--- src/rtl/pfe_req_sched.sv ---
// Prefetch request scheduler: expands one prefetch op (base, stride, count) into
// line requests spread over two dcache ports, one new request per cycle at most.
module pfe_req_sched #(
    parameter int ADDR_W = 50,
    parameter int CNT_W  = 4,
    parameter int STR_W  = 8
) (
    input  logic                    clk,
    input  logic                    reset,
    input  logic                    op_valid,
    output logic                    op_retry,
    input  logic [ADDR_W-1:0]       op_addr,
    input  logic signed [STR_W-1:0] op_stride,
    input  logic [CNT_W-1:0]        op_count,
    output logic                    req0_valid,
    input  logic                    req0_retry,
    output logic [ADDR_W-1:0]       req0_addr,
    output logic                    req1_valid,
    input  logic                    req1_retry,
    output logic [ADDR_W-1:0]       req1_addr,
    output logic                    busy,
    output logic                    done,
    output logic [15:0]             issued_cnt
);

    typedef enum logic [1:0] {IDLE, ISSUE, DRAIN} state_t;

    state_t                  state_q, state_d;
    logic [ADDR_W-1:0]       cur_addr_q, cur_addr_d;
    logic signed [STR_W-1:0] stride_q, stride_d;
    logic [CNT_W-1:0]        remaining_q, remaining_d;
    logic [1:0]              vld_q, vld_d;
    logic [ADDR_W-1:0]       addr0_q, addr0_d;
    logic [ADDR_W-1:0]       addr1_q, addr1_d;
    logic                    ptr_q, ptr_d;
    logic                    done_q, done_d;
    logic [15:0]             issued_q, issued_d;

    logic              xfer0, xfer1, free0, free1;
    logic              load, sel;
    logic [ADDR_W-1:0] load_addr;

    // Next line address: stride is in 64B lines, wraps modulo 2^ADDR_W.
    function automatic logic [ADDR_W-1:0] step_addr(input logic [ADDR_W-1:0] base,
                                                    input logic signed [STR_W-1:0] s);
        logic [ADDR_W-1:0] ofs;
        ofs = ADDR_W'(s);
        return base + (ofs << 6);
    endfunction

    function automatic logic [15:0] sat_add(input logic [15:0] c, input logic [1:0] n);
        logic [16:0] sum;
        sum = {1'b0, c} + 17'(n);
        return sum[16] ? 16'hFFFF : sum[15:0];
    endfunction

    always_comb begin
        xfer0 = vld_q[0] & ~req0_retry;
        xfer1 = vld_q[1] & ~req1_retry;
        free0 = ~vld_q[0] | xfer0;
        free1 = ~vld_q[1] | xfer1;

        state_d     = state_q;
        cur_addr_d  = cur_addr_q;
        stride_d    = stride_q;
        remaining_d = remaining_q;
        vld_d       = {vld_q[1] & ~xfer1, vld_q[0] & ~xfer0};
        addr0_d     = addr0_q;
        addr1_d     = addr1_q;
        ptr_d       = ptr_q;
        done_d      = 1'b0;
        issued_d    = sat_add(issued_q, {1'b0, xfer0} + {1'b0, xfer1});
        load        = 1'b0;
        load_addr   = '0;
        sel         = 1'b0;

        case (state_q)
            IDLE: begin
                // The first line goes straight into a port so it is valid next cycle.
                if (op_valid && op_count != '0) begin
                    load        = 1'b1;
                    load_addr   = op_addr & ~ADDR_W'(63);
                    cur_addr_d  = step_addr(load_addr, op_stride);
                    stride_d    = op_stride;
                    remaining_d = op_count - CNT_W'(1);
                    state_d     = (op_count == CNT_W'(1)) ? DRAIN : ISSUE;
                end
            end
            ISSUE: begin
                if (free0 | free1) begin
                    load        = 1'b1;
                    load_addr   = cur_addr_q;
                    cur_addr_d  = step_addr(cur_addr_q, stride_q);
                    remaining_d = remaining_q - CNT_W'(1);
                    if (remaining_q == CNT_W'(1)) state_d = DRAIN;
                end
            end
            DRAIN: begin
                if (!vld_d[0] && !vld_d[1]) begin
                    state_d = IDLE;
                    done_d  = 1'b1;
                end
            end
            default: state_d = IDLE;
        endcase

        if (load) begin
            sel        = (free0 && free1) ? ptr_q : free1;
            vld_d[sel] = 1'b1;
            if (sel) addr1_d = load_addr;
            else     addr0_d = load_addr;
            ptr_d      = ~sel;
        end
    end

    always_ff @(posedge clk) begin
        if (reset) begin
            state_q     <= IDLE;
            cur_addr_q  <= '0;
            stride_q    <= '0;
            remaining_q <= '0;
            vld_q       <= '0;
            addr0_q     <= '0;
            addr1_q     <= '0;
            ptr_q       <= 1'b0;
            done_q      <= 1'b0;
            issued_q    <= '0;
        end else begin
            state_q     <= state_d;
            cur_addr_q  <= cur_addr_d;
            stride_q    <= stride_d;
            remaining_q <= remaining_d;
            vld_q       <= vld_d;
            addr0_q     <= addr0_d;
            addr1_q     <= addr1_d;
            ptr_q       <= ptr_d;
            done_q      <= done_d;
            issued_q    <= issued_d;
        end
    end

    assign op_retry   = (state_q != IDLE);
    assign busy       = (state_q != IDLE);
    assign req0_valid = vld_q[0];
    assign req1_valid = vld_q[1];
    assign req0_addr  = addr0_q;
    assign req1_addr  = addr1_q;
    assign done       = done_q;
    assign issued_cnt = issued_q;

endmodule

--- config.mk ---
export PLATFORM = sky130hd
export DESIGN_NAME = pfe_req_sched
export DESIGN_NICKNAME = d
export VERILOG_FILES = /design/src/rtl/pfe_req_sched.sv
export SDC_FILE = /design/constraint.sdc
export NUM_CORES = 1
export LEC_CHECK = 0
export ABC_CLOCK_PERIOD_IN_PS = 3400
export BUFFER_PORTS_ARGS = -buffer_cell sky130_fd_sc_hd__buf_4
export CORE_MARGIN = 4
export CORE_UTILIZATION = 42
export DETAILED_ROUTE_END_ITERATION = 8
export HOLD_SLACK_MARGIN = 0.12
export SLEW_MARGIN = 10
export SYNTH_ARGS = -nofsm -noshare
export SYNTH_HDL_FRONTEND = slang
export SYNTH_SLANG_ARGS = --single-unit
--- constraint.sdc ---
create_clock -name clk -period 3.4 [get_ports clk]
set_input_delay 0.68 -clock clk [delete_from_list [all_inputs] [get_ports clk]]
set_output_delay 0.68 -clock clk [all_outputs]
set_load 0.1 [all_outputs]
==> reports/metrics.csv <==
stage,metric,value,unit
floorplanning,IO Count,188,
global_route,largest net degree at the start of global routing,106,
synthesis,"EDFF count, synth",0,
setup_path,critical path arrival,3.59,ns
min_path,beginning of the worst hold path,stride_q[4],
drt,Via-to-Cell Ratio,5.70,
floorplanning,Site Rows,60,
cts,clock slew at reported path FFs,0.08,ns
cts,TritonCTS Buffers,17,
cts,CTS Root Buffer Type,clkbuf_16,
cts,H-Tree Level Count,4,
timing,final hold vios,0,
cts,hold_buf cts,0,
setup_path,CP required,3.71,ns
final_layout,fin nets,1816,
setup_path,Worst R2R Path Depth,12,
final_layout,Finished Cell Area,14200,um2
drt,Total Routed Length,36700,um
outcome,status,"finished, final reports clean",
setup_path,reg2reg end,cur_addr_q[48],
final_layout,share of cells above drive strength 1,20.9,%
drt,vias,11500,
setup_path,Setup CP Type,reg2reg,
min_path,hold crit path type,reg2reg,
timing,Fin Setup TNS,0,ns
power,Int Power,4.55,mW
job,max-cap violation count,0,
min_path,hold worst-path end,stride_q[4],
setup_path,RR Startpoint,stride_q[7],
synthesis,"Seq/Total Area, Yosys",29.5,%
power,pwr dens,618,nW/um2
drt,DR iter-0 viols,897,
drt,drt first pass iters,5,
global_route,first-pass GRT wire length,58200,um
floorplanning,Die Width,173,um
place,DP Area,13700,um2
timing,Max Fclk,305,MHz
timing,Final period util,96.3,%
synthesis,"Net Count, Synth",1614,
floorplanning,Die Height,173,um
global_route,Tot GR Track Use,23.6,%
cts,Clock Sinks,168,
synthesis,Mapped Area,11400,um2
timing,Slew HR,62.6,%
power,static leakage,6.24,nW
power,Clock Power Share,21.9,%
place,half-perimeter wire length after placement,28100,um
min_path,Min-Delay Path Depth,2,
power,switching power,4.24,mW
global_route,initial antenna violation count,0,
timing,fin worst setup slack,0.124,ns
power,combinational share of power,49.2,%
setup_path,flop-to-flop setup slack,0.12,ns
synthesis,Netlist cell types,67,
final_layout,Layout Area Growth over Synthesis,25.0,%
cts,Max clock buf depth,2,
cts,postcts setup bufs,0,
power,Reg power frac,28.9,%
cts,CTS tree,yes,
setup_path,startpoint type of the worst setup path,flip-flop,
place,Place WS,-0.265,ns
timing,Final setup viols,0,
drt,DR WL/cell,18.3,um
synthesis,synthesized instance count,1452,
timing,worst hold slack,0.466,ns
global_route,grt ovf,0,
timing,max-slew violations,0,
floorplanning,Initial Util,42.5,%
synthesis,Synth Area per Inst,7.84,um2
power,Max VDD drop,343,uV
place,Port Buf Inserts,181,
drt,drt drc,0,
setup_path,Crit Path Max Fanout,21,
final_layout,antenna cell count,0,
setup_path,CP endpoint kind,flip-flop,
drt,"antenna viol nets, final",0,
final_layout,Layout fillers,2622,
synthesis,synth warn,0,
timing,RSZ-0062 raised after global routing,yes,
power,Net Sw Frac,48.2,%
cts,clock latency on the worst-skew pair,0.43,ns
timing,Worst Skew,0.0171,ns
timing,post-layout min period,3.28,ns
timing,Worst-Margin Slew,0.561,ns
floorplanning,core area,26800,um2
floorplanning,die area,29800,um2
synthesis,flip-flop and latch count after synthesis,168,
synthesis,ys async rst share,0,%
final_layout,post-layout util,53.1,%
place,Final Wtd Congestion,0.934,
synthesis,ys flop type,dfxtp_1,
global_route,vias in the first global route,10800,
==> layout by cell type, fill, tap and decap left out, types with 25 or more instances in the layout <==
master    count
o21ai_0      65
inv_1        34
nand2_1     126
nand3_1      31
a21o_1       48
buf_4       283
a22oi_1      45
xor2_1       30
a211oi_1    100
xnor2_1      60
nor3_1       25
ha_1         92
dfxtp_1     167
a21oi_1     144
nor2_1      165
==> worst max-delay path: stages, from the launching register on <==
cell and delay, ns:
dfxtp_4 0.52, ha_1 0.38, a21oi_1 0.17, o21ai_0 0.17, a221o_1 0.39, a21oi_1 0.22, a21oi_1 0.10, buf_4 0.16
o211ai_1 0.30, nand2b_1 0.16, a41oi_1 0.29, xor2_1 0.21, a21oi_1 0.09
==> kinds of logic after synthesis <==
group           Yosys count  synth area share, %
compound gates          519                 30.3
xor+xnor                 90                 6.92
fa+ha+maj                95                 10.6
buf+inv                 141                 5.16
flops                   168                 29.5
mux                       2                0.176
simple gates            437                 17.2
==> through the flow <==
| stage | power, mW | instances |
|---|---|---|
| floorplan | 5.73 | 1452 |
| global placement | 6.85 | 1976 |
| detailed placement | 6.88 | 1976 |
| CTS | 8.81 | 2008 |
| global route | 9.24 | 2008 |
| finish | 8.80 | 2008 |
==> worst max-delay path by stage <==
stage	start	endpoint	slack [ns]	depth (start not counted)
2_1_floorplan	vld_q[0]	issued_cnt[2]	0.22	12
6_report	stride_q[7]	cur_addr_q[48]	0.12	12
3_3_place_gp	op_stride[7]	cur_addr_q[49]	-0.27	12
5_1_grt	stride_q[7]	cur_addr_q[48]	-0.06	12
4_1_cts	stride_q[7]	cur_addr_q[48]	0.002	12
3_5_place_dp	op_stride[7]	cur_addr_q[49]	-0.27	12
==> flip-flops by register name (all words and copies together) (netlist names) <==
register and flops:
req1_addr 45, cur_addr_q 44, vld_q 2, ptr_q 1, issued_cnt 16, done 1
stride_q 8, state_q 2, remaining_q 4, req0_addr 45
==> synthesized netlist by cell type, types with 4 or more instances <==
master | n | area share, %
clkbuf_1 | 82 | 2.7
a31oi_1 | 12 | 0.66
a21o_1 | 48 | 3.2
o211ai_1 | 11 | 0.73
o21bai_1 | 15 | 0.99
o2111ai_1 | 4 | 0.31
xnor2_1 | 60 | 4.6
ha_1 | 92 | 10
a221oi_1 | 10 | 0.77
o21ai_0 | 65 | 2.9
or2_2 | 6 | 0.33
o21ai_1 | 5 | 0.22
or3_1 | 5 | 0.27
a311oi_1 | 14 | 1.1
nand3_1 | 31 | 1.4
buf_1 | 4 | 0.13
and3_1 | 10 | 0.55
and2_1 | 5 | 0.27
nor3_1 | 25 | 1.1
buf_2 | 8 | 0.35
nand2b_1 | 7 | 0.38
xor2_1 | 30 | 2.3
a21oi_1 | 145 | 6.4
dfxtp_1 | 168 | 30
nor2b_1 | 12 | 0.66
buf_4 | 13 | 0.86
nor2_1 | 168 | 5.5
a22oi_1 | 45 | 3.0
nand4_1 | 23 | 1.3
inv_1 | 34 | 1.1
a211oi_1 | 101 | 6.7
nand2_1 | 127 | 4.2
o22ai_1 | 4 | 0.22
o21a_1 | 7 | 0.46
o221ai_1 | 4 | 0.31
==> power by group through the flow <==
| stage | Combinational (mW) | Clock [mW] | Sequential [mW] |
|---|---|---|---|
| global route | 4.63 | 2.03 | 2.58 |
| detailed placement | 4.30 | 0 | 2.58 |
| CTS | 4.31 | 1.96 | 2.54 |
| finish | 4.33 | 1.93 | 2.54 |
| global placement | 4.27 | 0 | 2.58 |
| floorplan | 1.78 | 0 | 3.95 |
==> layout make-up <==
type                            instances  area, um2  area share (%)
Inverter                               34        128           0.896
Clock buffer                           18        429            3.01
Timing Repair Buffer                  290       2260            15.9
Multi-Input combinational cell       1143       7480            52.5
Tap cell                              341        427            3.00
Sequential cell                       168       3370            23.6
Clock inverter                         14        151            1.06
==> metal layers <==
metal  vias up  global-route usage [%]  wire length (um)
met4         0                    5.72               595
met5         -                       0                 0
met3        35                    4.44              2410
met2       355                    36.0             15600
li1       5715                       -                 -
met1      5350                    34.5             18100
==> what timing repair did <==
item | 4_1_cts | 5_1_grt
endpoints found under the setup margin | 0 | 7
gates resized for setup | 0 | 3
hold endpoints to repair | 0 | 0
Note: power is estimated with default switching activity, not from simulation.
